File: src/rtl/vga_scan_ctrl_if.sv
// Bundle between the raster generator, the colour mapper and the VGA DAC pins.
// The master side is the timing generator; the slave side is the mapper/DAC.
interface vga_scan_ctrl_if;
  logic [9:0] DrawX;
  logic [9:0] DrawY;
  logic       Pix_Tick;
  logic       Frame_Start;
  logic [7:0] Red_In;
  logic [7:0] Green_In;
  logic [7:0] Blue_In;
  logic [7:0] VGA_R;
  logic [7:0] VGA_G;
  logic [7:0] VGA_B;
  logic       VGA_HS;
  logic       VGA_VS;
  logic       VGA_BLANK_N;
  logic       VGA_SYNC_N;

  modport master (
    output DrawX, DrawY, Pix_Tick, Frame_Start,
    output VGA_R, VGA_G, VGA_B, VGA_HS, VGA_VS, VGA_BLANK_N, VGA_SYNC_N,
    input  Red_In, Green_In, Blue_In
  );

  modport slave (
    input  DrawX, DrawY, Pix_Tick, Frame_Start,
    input  VGA_R, VGA_G, VGA_B, VGA_HS, VGA_VS, VGA_BLANK_N, VGA_SYNC_N,
    output Red_In, Green_In, Blue_In
  );
endinterface

File: src/rtl/vga_scan_ctrl.sv
// Raster timing generator: scans DrawX/DrawY, takes the mapper's RGB back and
// drives sync/blank delayed so they line up with that RGB at the DAC.
module vga_scan_ctrl #(
  parameter int H_VIS    = 640,
  parameter int H_FP     = 16,
  parameter int H_SW     = 96,
  parameter int H_BP     = 48,
  parameter int V_VIS    = 480,
  parameter int V_FP     = 10,
  parameter int V_SW     = 2,
  parameter int V_BP     = 33,
  parameter int CLK_DIV  = 2,
  parameter int PIPE_DLY = 1
) (
  input  logic            Clk,
  input  logic            Reset_n,
  vga_scan_ctrl_if.master vga
);

  localparam int H_TOT = H_VIS + H_FP + H_SW + H_BP;
  localparam int V_TOT = V_VIS + V_FP + V_SW + V_BP;

  localparam logic [9:0] H_LAST   = 10'(H_TOT - 1);
  localparam logic [9:0] V_LAST   = 10'(V_TOT - 1);
  localparam logic [9:0] H_VIS_W  = 10'(H_VIS);
  localparam logic [9:0] V_VIS_W  = 10'(V_VIS);
  localparam logic [9:0] HS_BEG   = 10'(H_VIS + H_FP);
  localparam logic [9:0] HS_END   = 10'(H_VIS + H_FP + H_SW - 1);
  localparam logic [9:0] VS_BEG   = 10'(V_VIS + V_FP);
  localparam logic [9:0] VS_END   = 10'(V_VIS + V_FP + V_SW - 1);

  localparam int             DIV_W    = (CLK_DIV > 1) ? $clog2(CLK_DIV) : 1;
  localparam logic [DIV_W-1:0] DIV_LOAD = DIV_W'(CLK_DIV - 1);

  logic [DIV_W-1:0] div_cnt;
  logic             tick;
  logic [9:0]       hc;
  logic [9:0]       vc;
  logic             h_last;
  logic             v_last;
  logic             pix_tick;
  logic             frame_start;
  logic             hs_raw;
  logic             vs_raw;
  logic             vis_raw;
  logic             hs_dly;
  logic             vs_dly;
  logic             vis_dly;
  logic [7:0]       r_q;
  logic [7:0]       g_q;
  logic [7:0]       b_q;
  logic             hs_q;
  logic             vs_q;
  logic             blank_n_q;

  // Pixel divider as a down-counter; terminal count at zero is the pixel tick.
  assign tick = (div_cnt == '0);

  always_ff @(posedge Clk or negedge Reset_n) begin
    if (!Reset_n) begin
      div_cnt <= DIV_LOAD;
    end else if (tick) begin
      div_cnt <= DIV_LOAD;
    end else begin
      div_cnt <= div_cnt - DIV_W'(1);
    end
  end

  assign h_last = (hc == H_LAST);
  assign v_last = (vc == V_LAST);

  always_ff @(posedge Clk or negedge Reset_n) begin
    if (!Reset_n) begin
      hc          <= '0;
      vc          <= '0;
      pix_tick    <= 1'b0;
      frame_start <= 1'b0;
    end else begin
      pix_tick    <= tick;
      frame_start <= tick && h_last && v_last;
      if (tick) begin
        if (h_last) begin
          hc <= '0;
          vc <= v_last ? '0 : vc + 10'd1;
        end else begin
          hc <= hc + 10'd1;
        end
      end
    end
  end

  assign hs_raw  = !((hc >= HS_BEG) && (hc <= HS_END));
  assign vs_raw  = !((vc >= VS_BEG) && (vc <= VS_END));
  assign vis_raw = (hc < H_VIS_W) && (vc < V_VIS_W);

  // Sync/blank ride a shift pipe matching the mapper's read latency.
  generate
    if (PIPE_DLY > 0) begin : g_pipe
      logic [2:0] stage [PIPE_DLY];

      always_ff @(posedge Clk or negedge Reset_n) begin
        if (!Reset_n) begin
          for (int i = 0; i < PIPE_DLY; i++) begin
            stage[i] <= 3'b110;
          end
        end else if (tick) begin
          stage[0] <= {hs_raw, vs_raw, vis_raw};
          for (int i = 1; i < PIPE_DLY; i++) begin
            stage[i] <= stage[i-1];
          end
        end
      end

      assign {hs_dly, vs_dly, vis_dly} = stage[PIPE_DLY-1];
    end else begin : g_no_pipe
      assign {hs_dly, vs_dly, vis_dly} = {hs_raw, vs_raw, vis_raw};
    end
  endgenerate

  always_ff @(posedge Clk or negedge Reset_n) begin
    if (!Reset_n) begin
      r_q       <= '0;
      g_q       <= '0;
      b_q       <= '0;
      hs_q      <= 1'b1;
      vs_q      <= 1'b1;
      blank_n_q <= 1'b0;
    end else if (tick) begin
      hs_q      <= hs_dly;
      vs_q      <= vs_dly;
      blank_n_q <= vis_dly;
      r_q       <= vis_dly ? vga.Red_In   : 8'h00;
      g_q       <= vis_dly ? vga.Green_In : 8'h00;
      b_q       <= vis_dly ? vga.Blue_In  : 8'h00;
    end
  end

  assign vga.DrawX       = hc;
  assign vga.DrawY       = vc;
  assign vga.Pix_Tick    = pix_tick;
  assign vga.Frame_Start = frame_start;
  assign vga.VGA_R       = r_q;
  assign vga.VGA_G       = g_q;
  assign vga.VGA_B       = b_q;
  assign vga.VGA_HS      = hs_q;
  assign vga.VGA_VS      = vs_q;
  assign vga.VGA_BLANK_N = blank_n_q;
  assign vga.VGA_SYNC_N  = 1'b0;

endmodule

File: src/flat_wrapper.sv
// flat-port wrapper written by rule: the top's interface ports become plain ports
module vga_scan_ctrl_flat 
#(
  parameter int H_VIS    = 640,
  parameter int H_FP     = 16,
  parameter int H_SW     = 96,
  parameter int H_BP     = 48,
  parameter int V_VIS    = 480,
  parameter int V_FP     = 10,
  parameter int V_SW     = 2,
  parameter int V_BP     = 33,
  parameter int CLK_DIV  = 2,
  parameter int PIPE_DLY = 1
)
  (Clk, Reset_n, vga_DrawX, vga_DrawY, vga_Pix_Tick, vga_Frame_Start, vga_VGA_R, vga_VGA_G, vga_VGA_B, vga_VGA_HS, vga_VGA_VS, vga_VGA_BLANK_N, vga_VGA_SYNC_N, vga_Red_In, vga_Green_In, vga_Blue_In);
  vga_scan_ctrl_if vga_i ();
  input  logic Clk;
  input  logic Reset_n;
  output wire logic [$bits(vga_i.DrawX)-1:0] vga_DrawX;
  output wire logic [$bits(vga_i.DrawY)-1:0] vga_DrawY;
  output wire logic [$bits(vga_i.Pix_Tick)-1:0] vga_Pix_Tick;
  output wire logic [$bits(vga_i.Frame_Start)-1:0] vga_Frame_Start;
  output wire logic [$bits(vga_i.VGA_R)-1:0] vga_VGA_R;
  output wire logic [$bits(vga_i.VGA_G)-1:0] vga_VGA_G;
  output wire logic [$bits(vga_i.VGA_B)-1:0] vga_VGA_B;
  output wire logic [$bits(vga_i.VGA_HS)-1:0] vga_VGA_HS;
  output wire logic [$bits(vga_i.VGA_VS)-1:0] vga_VGA_VS;
  output wire logic [$bits(vga_i.VGA_BLANK_N)-1:0] vga_VGA_BLANK_N;
  output wire logic [$bits(vga_i.VGA_SYNC_N)-1:0] vga_VGA_SYNC_N;
  input wire logic [$bits(vga_i.Red_In)-1:0] vga_Red_In;
  input wire logic [$bits(vga_i.Green_In)-1:0] vga_Green_In;
  input wire logic [$bits(vga_i.Blue_In)-1:0] vga_Blue_In;
  assign vga_DrawX = vga_i.DrawX;
  assign vga_DrawY = vga_i.DrawY;
  assign vga_Pix_Tick = vga_i.Pix_Tick;
  assign vga_Frame_Start = vga_i.Frame_Start;
  assign vga_VGA_R = vga_i.VGA_R;
  assign vga_VGA_G = vga_i.VGA_G;
  assign vga_VGA_B = vga_i.VGA_B;
  assign vga_VGA_HS = vga_i.VGA_HS;
  assign vga_VGA_VS = vga_i.VGA_VS;
  assign vga_VGA_BLANK_N = vga_i.VGA_BLANK_N;
  assign vga_VGA_SYNC_N = vga_i.VGA_SYNC_N;
  assign vga_i.Red_In = vga_Red_In;
  assign vga_i.Green_In = vga_Green_In;
  assign vga_i.Blue_In = vga_Blue_In;
  vga_scan_ctrl #(.H_VIS(H_VIS), .H_FP(H_FP), .H_SW(H_SW), .H_BP(H_BP), .V_VIS(V_VIS), .V_FP(V_FP), .V_SW(V_SW), .V_BP(V_BP), .CLK_DIV(CLK_DIV), .PIPE_DLY(PIPE_DLY)) u_core (.Clk(Clk), .Reset_n(Reset_n), .vga(vga_i));
endmodule
File: config.mk
export PLATFORM = sky130hd
export DESIGN_NAME = vga_scan_ctrl_flat
export DESIGN_NICKNAME = d
export VERILOG_FILES = /design/src/rtl/vga_scan_ctrl_if.sv /design/src/rtl/vga_scan_ctrl.sv /design/src/flat_wrapper.sv
export SDC_FILE = /design/constraint.sdc
export NUM_CORES = 1
export LEC_CHECK = 0
export ABC_AREA = 1
export BUFFER_PORTS_ARGS = -buffer_cell sky130_fd_sc_hd__buf_2
export CAP_MARGIN = 10
export CORE_ASPECT_RATIO = 0.8
export CORE_MARGIN = 4
export CORE_UTILIZATION = 55
export DETAILED_ROUTE_END_ITERATION = 10
export PLACE_DENSITY = 0.82
export REMOVE_ABC_BUFFERS = 1
export SLEW_MARGIN = 20
export SYNTH_ARGS = -nofsm -noshare
export SYNTH_HDL_FRONTEND = slang
export SYNTH_SLANG_ARGS = --single-unit
File: constraint.sdc
create_clock -name Clk -period 3 [get_ports Clk]
set_input_delay 0.3 -clock Clk [delete_from_list [all_inputs] [get_ports Clk]]
set_output_delay 0.3 -clock Clk [all_outputs]
set_load 0.05 [all_outputs]
==> impl_metrics.sql, run 1 <==
INSERT INTO impl_metrics (metric_group, metric, value, unit) VALUES
('drt', 'drt_iter0_markers', '137', ''),
('yosys', 'ys_async_sr_fraction', '100', '%'),
('clock_network', 'cts_tree', 'built', ''),
('pwr', 'power_report.internal_total', '0.927', 'mW'),
('yosys', 'synth_enable_flop_cells', '0', ''),
('drt', 'remaining_drc_errors', '0', ''),
('floorplan', 'fp.coreArea', '0.00434', 'sq mm'),
('critical_path', 'timing.critical_path.fanout_max', '12', ''),
('pwr', 'pwr-share-comb', '10.0', '%'),
('finish', 'count_of_antenna_diodes_in_the_layout', '0', ''),
('yosys', 'synth_instances', '311', ''),
('min_path', 'holdCritStartpoint', 'vga_Green_In[2]', ''),
('min_path', 'worst_hold_path.endpoint', 'u_core.vga.VGA_G[2]', ''),
('place', 'place_ws', '1.39', 'ns'),
('floorplan', 'core.rowCount', '21', ''),
('critical_path', 'timing.critical_path.from_type', 'flip-flop', ''),
('timing', 'final_max_tran_viols', '0', ''),
('flow_run', 'cap_violations', '0', ''),
('timing', 'max-slew-margin-rel', '44.3', '%'),
('yosys', 'synthesized_cell_area', '0.00255', 'sq mm'),
('place', 'place.detailed.hpwl', '4290', 'um'),
('pwr', 'p_total', '1.26', 'mW'),
('pwr', 'power_per_cell_area', '414', 'mW/mm^2'),
('pwr', 'vdd_drop_max', '0.321', 'mV'),
('clock_network', 'ctsHtreeMaxLevel', '2', ''),
('timing', 'clock_skew', '0.00644', 'ns'),
('yosys', 'ys.flop_type', 'dfrtp_1', ''),
('critical_path', 'worst-endpoint-arrival', '1.83', 'ns'),
('global_route', 'overflow', '0', ''),
('clock_network', 'clk_transition_reported_paths', '0.10', 'ns'),
('finish', 'final_cell_count_no_fill', '441', ''),
('timing', 'final_min_period_over_clock_period', '54.6', '%'),
('pwr', 'static_leakage', '1.60', 'nW'),
('critical_path', 'critPathRequiredTime', '3.20', 'ns'),
('place', 'final_weighted_congestion_in_routability_driven_placement', '0.845', ''),
('finish', 'finish.net_count', '413', ''),
('clock_network', 'clk_path_buf_depth', '2', ''),
('critical_path', 'worst_r2r_endpoint', 'u_core.vga.DrawY[9]', ''),
('min_path', 'class_of_the_tightest_hold_or_removal_check', 'in2reg', ''),
('yosys', 'ys_types', '29', ''),
('global_route', 'number_of_antenna_violations_at_the_first_check_in_global_routing', '0', ''),
('drt', 'ant_nets_after_route', '0', ''),
('timing', 'max_slew.worst_pin.slew', '0.836', 'ns'),
('pwr', 'net-switching-power', '0.332', 'mW'),
('yosys', 'synth.avg_cell_area', '8.20', 'sq um'),
('timing', 'timing.final.hold_violations', '0', ''),
('min_path', 'hold_path_depth', '3', ''),
('critical_path', 'crit_type', 'reg2reg', ''),
('global_route', 'vias_in_the_first_global_route', '2099', ''),
('clock_network', 'clk_latency', '0.30', 'ns'),
('finish', 'drive_gt1_share', '25.0', '%'),
('pwr', 'power_frac_seq', '58.8', '%'),
('clock_network', 'clock_sinks', '53', ''),
('critical_path', 'r2r-start', 'u_core.vga.DrawX[0]', ''),
('drt', 'route.vias.total', '2314', ''),
('drt', 'detail_route.first_pass.iterations', '8', ''),
('global_route', 'grt_pass1_wl', '9460', 'um'),
('yosys', 'synth.ff_latch_count', '53', ''),
('timing', 'min_period', '1.64', 'ns'),
('floorplan', 'chipHeight', '68.9', 'um'),
('critical_path', 'worst_setup_path_end_kind', 'flip-flop', ''),
('clock_network', 'post_cts.repair.setup_buffers', '0', ''),
('timing', 'rsz0062_at_grt', 'false', ''),
('floorplan', 'initial_core_util', '58.8', '%'),
('place', 'port_buffers', '74', ''),
('place', 'detailed_place.area', '0.00294', 'sq mm'),
('run_status', 'outcome', 'finished clean', ''),
('pwr', 'clockPowerShare', '31.3', '%'),
('global_route', 'grt.total_usage', '20.3', '%'),
('drt', 'wl_per_cell', '13.0', 'um'),
('timing', 'max_freq', '0.610', 'GHz');
[layout by cell type, fill, tap and decap left out]
| cell type | count |
|---|---|
| buf_4 | 3 |
| dfstp_2 | 5 |
| dlygate4sd3_1 | 1 |
| clkbuf_8 | 5 |
| clkinvlp_4 | 2 |
| ha_1 | 4 |
| o21ai_0 | 14 |
| conb_1 | 1 |
| o21ai_1 | 2 |
| a21oi_1 | 1 |
| nand4_1 | 6 |
| dfrtp_1 | 48 |
| o21bai_1 | 1 |
| nor2_2 | 1 |
| buf_2 | 74 |
| nand4_2 | 1 |
| and2_1 | 1 |
| nand3b_1 | 1 |
| nor2_1 | 21 |
| nor3_1 | 6 |
| inv_1 | 27 |
| nand3_2 | 1 |
| a22oi_1 | 1 |
| nor2_4 | 2 |
| clkbuf_1 | 1 |
| xor2_1 | 6 |
| nor3_4 | 1 |
| or2_2 | 1 |
| nand3_1 | 44 |
| nand2_1 | 102 |
[timing repair]
action                                  4_1_cts  5_1_grt
hold buffers                                  1        0
resized for setup                             0        0
endpoints found under the setup margin        0        0
hold endpoints to repair                     21        0
[per-stage QoR]
stage                     utilization [%]  hold slack [ns]
after floorplan                         -          0.00441
after global placement               67.8            0.314
after detailed placement             67.8            0.311
after CTS                            70.1            0.208
after global routing                 70.1            0.203
final                                70.1            0.214
[state kept, by name, summed over array words and instances (netlist names)]
| register | cells |
|---|---|
| u_core.div_cnt | 1 |
| u_core.vga.Frame_Start | 1 |
| u_core.vga.VGA_R | 8 |
| u_core.vga.VGA_B | 8 |
| u_core.g_pipe.stage | 3 |
| u_core.vga.VGA_HS | 1 |
| u_core.vga.VGA_VS | 1 |
| u_core.vga.Pix_Tick | 1 |
| u_core.vga.DrawY | 10 |
| u_core.vga.VGA_BLANK_N | 1 |
| u_core.vga.DrawX | 10 |
| u_core.vga.VGA_G | 8 |
[worst max-delay path by stage]
stage                          endpoint           startpoint  slack [ns]
floorplan           u_core.vga.DrawY[6]       u_core.div_cnt        1.11
global placement    u_core.vga.DrawY[2]  u_core.vga.DrawX[1]        1.44
detailed placement  u_core.vga.DrawY[9]  u_core.vga.DrawX[1]        1.39
CTS                 u_core.vga.DrawY[9]  u_core.vga.DrawX[1]        1.36
global route        u_core.vga.DrawY[3]  u_core.vga.DrawX[1]        1.19
finish              u_core.vga.DrawY[9]  u_core.vga.DrawX[0]        1.36
[worst max-delay path, stage by stage (launching register included)]
cell and delay, ns:
dfrtp_1 0.40, ha_1 0.18, nand2_1 0.13, nor2_4 0.15, nand3_2 0.12, nor2_4 0.25
inv_1 0.15, nand2_1 0.09, nand2_1 0.06
[final cells by class]
class	count	area (sq um)
flip-flops and latches	53	1330
fillers	369	1300
multi-input cells	218	1040
repair buffers	78	403
inverters	27	101
clock buffers	6	72.6
well taps	57	71.3
clock inverters	2	15.0
[layer usage]
metal,share of wire (%),global-route usage [%]
met3,7.0,4.63
met2,48,31.7
met1,44,28.7
met5,0,0
met4,0.59,5.62
[Yosys cell counts, types with 2 or more instances]
cell type	number	area, sq um
nand4_1	6	37.5
clkbuf_1	6	22.5
dfstp_2	5	131
nand2_1	102	383
xor2_1	6	52.6
nor3_1	6	30.0
dfrtp_1	48	1200
o21ai_1	2	10.0
buf_6	2	22.5
o21ai_0	14	70.1
nor2_4	2	22.5
inv_1	27	101
ha_1	4	50.1
nor2_1	21	78.8
nand3_1	44	220
buf_2	3	15.0
[power groups by stage]
stage / sequential [mW] / combinational (mW) / clock (mW)
4_1_cts: 0.740 / 0.128 / 0.406
3_3_place_gp: 0.753 / 0.126 / 0
3_5_place_dp: 0.753 / 0.127 / 0
6_report: 0.739 / 0.125 / 0.394
5_1_grt: 0.742 / 0.135 / 0.439
2_1_floorplan: 0.812 / 0.0154 / 0
[logic make-up after synthesis]
family / count (synthesis) / share of synthesized area [%]
AO/OA/AOI/OAI: 19 / 3.93
XOR/XNOR: 6 / 2.06
adder cells (fa/ha/maj): 4 / 1.96
buffers and inverters: 40 / 6.77
flip-flops: 53 / 52.3
other: 1 / 0.147
AND/OR/NAND/NOR: 188 / 32.8
Note: power is estimated with default switching activity, not from simulation.
==> inputs of run 2 (changes only) <==
--- a/config.mk
+++ b/config.mk
@@ -10,9 +10,9 @@
 export CAP_MARGIN = 10
 export CORE_ASPECT_RATIO = 0.8
 export CORE_MARGIN = 4
-export CORE_UTILIZATION = 55
+export CORE_UTILIZATION = 51
 export DETAILED_ROUTE_END_ITERATION = 10
-export PLACE_DENSITY = 0.82
+export PLACE_DENSITY = 0.77
 export REMOVE_ABC_BUFFERS = 1
 export SLEW_MARGIN = 20
 export SYNTH_ARGS = -nofsm -noshare
==> constraint.sdc (replaced) <==
create_clock -name Clk -period 1.55 [get_ports Clk]
set_input_delay 0.155 -clock Clk [delete_from_list [all_inputs] [get_ports Clk]]
set_output_delay 0.155 -clock Clk [all_outputs]
set_load 0.05 [all_outputs]
==> run 2 against run 1 <==
  * Largest power group unchanged
  * Clock skew shrank 0.0023 ns
  * Flip-flop and latch count is the same
  * Total power grew 110%
  * Routed wire length grew 5.9%
  * Final cell count grew 4.8%
  * Highest routed layer unchanged
  * Non-clock buffer count grew 18
  * Critical path type unchanged
  * Worst setup slack lost 1.3 ns
  * Cell area grew 7.0%
  * Utilization shrank 0.99 points
  * Clock-buffer cell count shrank 1
==> impl_metrics.sql, run 2 (same netlist as run 1, synthesis figures left out) <==
INSERT INTO impl_metrics (metric_group, metric, value, unit) VALUES
('run_status', 'outcome', 'finished clean', ''),
('timing', 'min_period', '1.48', 'ns'),
('global_route', 'grt_start_max_net_pins', '39', ''),
('critical_path', 'critPathRequiredTime', '1.78', 'ns'),
('timing', 'max-slew-margin-rel', '43.2', '%'),
('clock_network', 'cts.root.buffer_cell', 'clkbuf_8', ''),
('clock_network', 'cts_tree', 'built', ''),
('flow_run', 'cap_violations', '0', ''),
('global_route', 'number_of_antenna_violations_at_the_first_check_in_global_routing', '0', ''),
('drt', 'detail_route.first_pass.iterations', '4', ''),
('critical_path', 'timing.critical_path.fanout_max', '6', ''),
('pwr', 'vdd_drop_max', '0.565', 'mV'),
('place', 'port_buffers', '74', ''),
('timing', 'max_freq', '0.675', 'GHz'),
('timing', 'clock_skew', '0.00411', 'ns'),
('floorplan', 'die-width', '87.0', 'um'),
('min_path', 'hold_path_depth', '3', ''),
('drt', 'vias_per_cell', '5.07', ''),
('place', 'detailed_place.area', '0.00303', 'sq mm'),
('drt', 'wl_per_cell', '13.1', 'um'),
('global_route', 'vias_in_the_first_global_route', '2160', ''),
('clock_network', 'clk_transition_reported_paths', '0.10', 'ns'),
('critical_path', 'timing.critical_path.from_type', 'flip-flop', ''),
('drt', 'ant_nets_after_route', '0', ''),
('timing', 'setup_violations', '0', ''),
('floorplan', 'chipHeight', '71.2', 'um'),
('finish', 'drive_gt1_share', '30.8', '%'),
('finish', 'mostFrequentLayoutCell', 'nand2_1', ''),
('timing', 'hold_ws', '0.0629', 'ns'),
('drt', 'remaining_drc_errors', '0', ''),
('critical_path', 'r2r-start', 'u_core.vga.DrawX[0]', ''),
('critical_path', 'r2r_setup_slack', '0.07', 'ns'),
('clock_network', 'ctsHtreeMaxLevel', '2', ''),
('critical_path', 'crit_type', 'reg2reg', ''),
('critical_path', 'worst_setup_path_end_kind', 'flip-flop', ''),
('critical_path', 'worst-endpoint-arrival', '1.71', 'ns'),
('min_path', 'worst_hold_path.endpoint', 'u_core.vga.VGA_R[1]', ''),
('clock_network', 'clk_path_buf_depth', '2', ''),
('global_route', 'overflow', '0', ''),
('timing', 'max_slew.worst_pin.slew', '0.853', 'ns'),
('floorplan', 'die_area', '0.00620', 'sq mm'),
('finish', 'design_area', '0.00325', 'sq mm'),
('place', 'place.detailed.hpwl', '4390', 'um'),
('global_route', 'grt.total_usage', '19.6', '%'),
('finish', 'finish.net_count', '431', ''),
('floorplan', 'fp.coreArea', '0.00471', 'sq mm'),
('min_path', 'class_of_the_tightest_hold_or_removal_check', 'in2reg', ''),
('finish', 'layout-area-overhead-vs-synth', '27.6', '%'),
('critical_path', 'r2r_cells', '8', ''),
('floorplan', 'core.rowCount', '22', ''),
('drt', 'route.vias.total', '2341', ''),
('global_route', 'grt_pass1_wl', '9850', 'um'),
('clock_network', 'clock_sinks', '53', ''),
('clock_network', 'cts_inserted_buffers', '5', ''),
('clock_network', 'clk_latency', '0.31', 'ns'),
('floorplan', 'initial_core_util', '54.1', '%'),
('critical_path', 'worst_r2r_endpoint', 'u_core.vga.DrawY[8]', ''),
('place', 'final_weighted_congestion_in_routability_driven_placement', '0.886', ''),
('floorplan', 'io_pins', '76', ''),
('min_path', 'holdCritStartpoint', 'vga_Red_In[1]', ''),
('drt', 'drt_iter0_markers', '159', ''),
('drt', 'wl', '6060', 'um'),
('timing', 'final_max_tran_viols', '0', ''),
('pwr', 'power_per_cell_area', '810', 'mW/mm^2'),
('finish', 'count_of_antenna_diodes_in_the_layout', '0', ''),
('timing', 'timing.final.hold_violations', '0', ''),
('finish', 'layout_common_cells', '101 x nand2_1, 74 x buf_2, 47 x dfrtp_1', ''),
('timing', 'final_min_period_over_clock_period', '95.6', '%'),
('pwr', 'static_leakage', '1.73', 'nW');
-- run 2: cell types whose count changed in the layout (fill, tap and decap cells not counted), moves of 2 or more --
cell / delta
buf_4: +16
inv_1: -3
inv_2: +3
nor2_1: -2
nor2_2: +2
-- run 2: metal layers --
metal | global-route usage, % | wire, um
met3 | 4.02 | 399
met4 | 4.67 | 54
met5 | 0 | 0
met1 | 28.8 | 2830
met2 | 30.0 | 2780
-- run 2: worst max-delay path by stage --
stage                        startpoint                   to  slack, ns  cells after the start
global route        u_core.vga.DrawX[0]  u_core.vga.DrawY[8]      -0.04                      8
floorplan                u_core.div_cnt  u_core.vga.DrawY[6]      -0.34                      5
detailed placement  u_core.vga.DrawY[0]  u_core.vga.DrawY[1]      -0.02                      7
finish              u_core.vga.DrawX[0]  u_core.vga.DrawY[8]       0.07                      8
CTS                 u_core.vga.DrawY[1]  u_core.vga.DrawY[1]       0.04                      7
global placement    u_core.vga.DrawY[0]  u_core.vga.DrawY[1]       0.02                      7
-- run 2: worst max-delay path, stage by stage (launching register included) --
cell and delay [ns]:
dfrtp_1 0.41, ha_4 0.16, nand2_4 0.06, nor2_4 0.16
nand3_2 0.13, nor2_4 0.21, buf_6 0.14, nand2_1 0.05
o21ai_0 0.08
-- run 2: per-stage QoR --
stage	power, mW	instances	util, %	worst slack, ns	setup TNS, ns
CTS	2.65	456	67.4	0.0372	0
finish	2.64	462	69.1	0.0676	0
detailed placement	1.71	445	64.4	-0.0176	-0.0333
global route	2.73	462	69.1	-0.0374	-0.125
floorplan	1.60	298	-	-0.337	-7.17
global placement	1.70	445	64.4	0.0233	0
-- run 2: area by class of cell --
cell class / instances / area [sq um]
Inverter: 27 / 101
Multi-Input combinational cell: 218 / 1070
Clock buffer: 5 / 68.8
Clock inverter: 3 / 46.3
Timing Repair Buffer: 96 / 554
Fill cell: 401 / 1450
Sequential cell: 53 / 1330
Tap cell: 60 / 75.1
-- run 2: what timing repair did --
action	CTS	global route
endpoints found under the setup margin	4	9
resized for setup	1	11
buffers inserted	2	6
hold endpoints to repair	15	0
cloned	0	0
pin swaps	3	7
hold buffers	1	0
-- run 2: power breakdown --
part           internal [mW]  total, mW  leakage, nW  switching [mW]
clock network          0.484      0.958       0.0543           0.474
logic                 0.0639      0.248         1.04           0.184
registers               1.41       1.43        0.635          0.0164
==> inputs of run 3 (changes only) <==
--- a/config.mk
+++ b/config.mk
@@ -13,6 +13,7 @@
 export CORE_UTILIZATION = 51
 export DETAILED_ROUTE_END_ITERATION = 10
 export PLACE_DENSITY = 0.77
+export RECOVER_POWER = 50
 export REMOVE_ABC_BUFFERS = 1
 export SLEW_MARGIN = 20
 export SYNTH_ARGS = -nofsm -noshare
==> run 3 against run 2 <==
  * Sequential power is essentially flat
  * Sequential share of layout area grew 0.37 points
  * Critical path depth is the same
  * Die area is the same
  * Register-to-register slack is essentially flat
  * Combinational power shrank 3%
  * Clock-buffer cell count is the same
  * Clock skew grew 0.00082 ns
  * Utilization shrank 0.61 points
  * Total power shrank 0.29%
  * Largest cell class unchanged
==> impl_metrics.sql, run 3 (same netlist as run 1, synthesis figures left out) <==
INSERT INTO impl_metrics (metric_group, metric, value, unit) VALUES
('clock_network', 'ctsHtreeMaxLevel', '2', ''),
('clock_network', 'cts_inserted_buffers', '5', ''),
('floorplan', 'initial_core_util', '54.1', '%'),
('finish', 'mostFrequentLayoutCell', 'nand2_1', ''),
('finish', 'drive_gt1_share', '25.1', '%'),
('global_route', 'number_of_antenna_violations_at_the_first_check_in_global_routing', '0', ''),
('critical_path', 'cp_slowest_cell', 'dfrtp_1', ''),
('critical_path', 'timing.critical_path.mode_cell', 'nor2_4', ''),
('drt', 'highest-signal-layer', 'met4', ''),
('drt', 'route.vias.total', '2335', ''),
('min_path', 'class_of_the_tightest_hold_or_removal_check', 'in2reg', ''),
('place', 'port_buffers', '74', ''),
('floorplan', 'die-width', '87.0', 'um'),
('floorplan', 'io_pins', '76', ''),
('place', 'detailed_place.area', '0.00303', 'sq mm'),
('pwr', 'p_total', '2.63', 'mW'),
('critical_path', 'cp_cell_sequence', 'ha_4 -> nand2_4 -> nor2_4 -> nand3_2 -> nor2_4 -> buf_6 -> nand2_1 -> o21ai_0', ''),
('drt', 'detailroute.wirelength.met2', '2810', 'um'),
('finish', 'layout-area-overhead-vs-synth', '26.5', '%'),
('drt', 'drt_iter0_markers', '174', ''),
('pwr', 'static_leakage', '1.67', 'nW'),
('timing', 'setup_violations', '0', ''),
('global_route', 'grt_pass1_wl', '9850', 'um'),
('clock_network', 'clock_sinks', '53', ''),
('critical_path', 'crit_type', 'reg2reg', ''),
('critical_path', 'cpLargestDelayFamily', 'simple AND/OR/NAND/NOR gates', ''),
('global_route', 'overflow', '0', ''),
('critical_path', 'worst_setup_path_end_kind', 'flip-flop', ''),
('clock_network', 'clk_transition_reported_paths', '0.10', 'ns'),
('clock_network', 'cts.root.buffer_cell', 'clkbuf_8', ''),
('drt', 'ant_nets_after_route', '0', ''),
('finish', 'finish.net_count', '431', ''),
('finish', 'layout.filler_cells', '411', ''),
('timing', 'min_period', '1.48', 'ns'),
('critical_path', 'timing.critical_path.from_type', 'flip-flop', ''),
('pwr', 'vdd_drop_max', '0.562', 'mV'),
('drt', 'wl', '6080', 'um'),
('timing', 'max-slew-margin-rel', '34.5', '%'),
('critical_path', 'worst-endpoint-arrival', '1.71', 'ns'),
('timing', 'max_freq', '0.676', 'GHz'),
('min_path', 'hold_path_depth', '3', ''),
('floorplan', 'die_area', '0.00620', 'sq mm'),
('critical_path', 'critPathRequiredTime', '1.78', 'ns'),
('critical_path', 'worstSetupPathDepth', '8', ''),
('timing', 'timing.final.hold_violations', '0', ''),
('global_route', 'grt_start_max_net_pins', '39', ''),
('global_route', 'grt.total_usage', '19.6', '%'),
('clock_network', 'clk_latency', '0.31', 'ns'),
('drt', 'vias_per_cell', '5.05', ''),
('timing', 'final_max_tran_viols', '0', ''),
('drt', 'detail_route.first_pass.iterations', '4', ''),
('critical_path', 'critical-path-max-stage-delay', '0.41', 'ns'),
('finish', 'count_of_antenna_diodes_in_the_layout', '0', ''),
('place', 'place.detailed.hpwl', '4390', 'um'),
('floorplan', 'core.rowCount', '22', ''),
('clock_network', 'clk_path_buf_depth', '2', ''),
('critical_path', 'path_buf_inv', '1', ''),
('drt', 'remaining_drc_errors', '0', ''),
('critical_path', 'r2r_cells', '8', ''),
('finish', 'design_area', '0.00322', 'sq mm'),
('flow_run', 'cap_violations', '0', ''),
('drt', 'wl_per_cell', '13.2', 'um'),
('finish', 'multi_input_comb_area', '0.00107', 'sq mm'),
('floorplan', 'chipHeight', '71.2', 'um'),
('timing', 'final_min_period_over_clock_period', '95.5', '%'),
('pwr', 'power_per_cell_area', '815', 'mW/mm^2'),
('drt', 'routed-wl-met3', '411', 'um'),
('floorplan', 'fp.coreArea', '0.00471', 'sq mm'),
('timing', 'hold_ws', '0.0630', 'ns'),
('global_route', 'vias_in_the_first_global_route', '2160', ''),
('place', 'final_weighted_congestion_in_routability_driven_placement', '0.886', ''),
('timing', 'clock_skew', '0.00493', 'ns'),
('timing', 'max_slew.worst_pin.slew', '0.983', 'ns'),
('critical_path', 'timing.critical_path.fanout_max', '6', ''),
('drt', 'route.layer.met1.wl', '2810', 'um'),
('run_status', 'outcome', 'finished clean', ''),
('clock_network', 'cts_tree', 'built', ''),
('finish', 'layout_common_cells', '101 x nand2_1, 51 x buf_2, 47 x dfrtp_1', ''),
('finish', 'sequential_cell_area', '0.00133', 'sq mm');
[run 3: cell types whose count changed in the layout (fill, tap and decap cells not counted)]
cell | previous run | this run
clkbuf_1 | 0 | 23
buf_2 | 74 | 51
[run 3: layout make-up]
class	instances	area share [%]
flip-flops and latches	53	41.4
multi-input cells	218	33.3
repair buffers	96	16.3
inverters	27	3.14
well taps	60	2.33
clock buffers	5	2.13
clock inverters	3	1.44
[run 3: power by group]
part           internal, mW  total (mW)  leakage [nW]  switching [mW]
Sequential             1.41        1.43         0.635          0.0173
Clock                 0.484       0.957        0.0543           0.473
Combinational        0.0561       0.240         0.982           0.184
Total                  1.95        2.63          1.67           0.674
[run 3: metal layers]
layer  global-route usage [%]  vias to the layer above
li1                         -                     1165
met1                     28.8                     1092
met2                     30.0                       71
met3                     4.02                        7
met4                     4.67                        0
met5                        0                        -
[run 3: final timing paths]
kind	start	end	slack, ns
worst max-delay path	u_core.vga.DrawX[0]	u_core.vga.DrawY[8]	0.07
worst min-delay path	vga_Red_In[1]	u_core.vga.VGA_R[1]	0.06
worst max register to register	u_core.vga.DrawX[0]	u_core.vga.DrawY[8]	0.07
worst min register to register	u_core.vga.VGA_VS	u_core.vga.VGA_VS	0.47
max in group asynchronous	Reset_n	u_core.vga.VGA_VS	0.25
min in group asynchronous	Reset_n	u_core.vga.DrawY[5]	0.52
[run 3: worst min-delay path, stage by stage]
cell and delay, ns:
buf_2 0.07, nand3_1 0.06, nand2_1 0.05
[run 3: timing repair]
item | CTS | global route
setup endpoints to repair | 4 | 9
setup buffers | 2 | 6
hold buffers | 1 | 0
endpoints found under the hold margin | 15 | 0
gates resized for setup | 1 | 11
pin swaps | 3 | 7
[run 3: per-stage QoR]
step | std cells | TNS (ns) | setup WS, ns | utilization (%)
final | 462 | 0 | 0.0698 | 68.5
after global routing | 462 | -0.125 | -0.0374 | 68.5
after CTS | 456 | 0 | 0.0372 | 67.4
after detailed placement | 445 | -0.0333 | -0.0176 | 64.4
after global placement | 445 | 0 | 0.0233 | 64.4
after floorplan | 298 | -7.17 | -0.337 | -
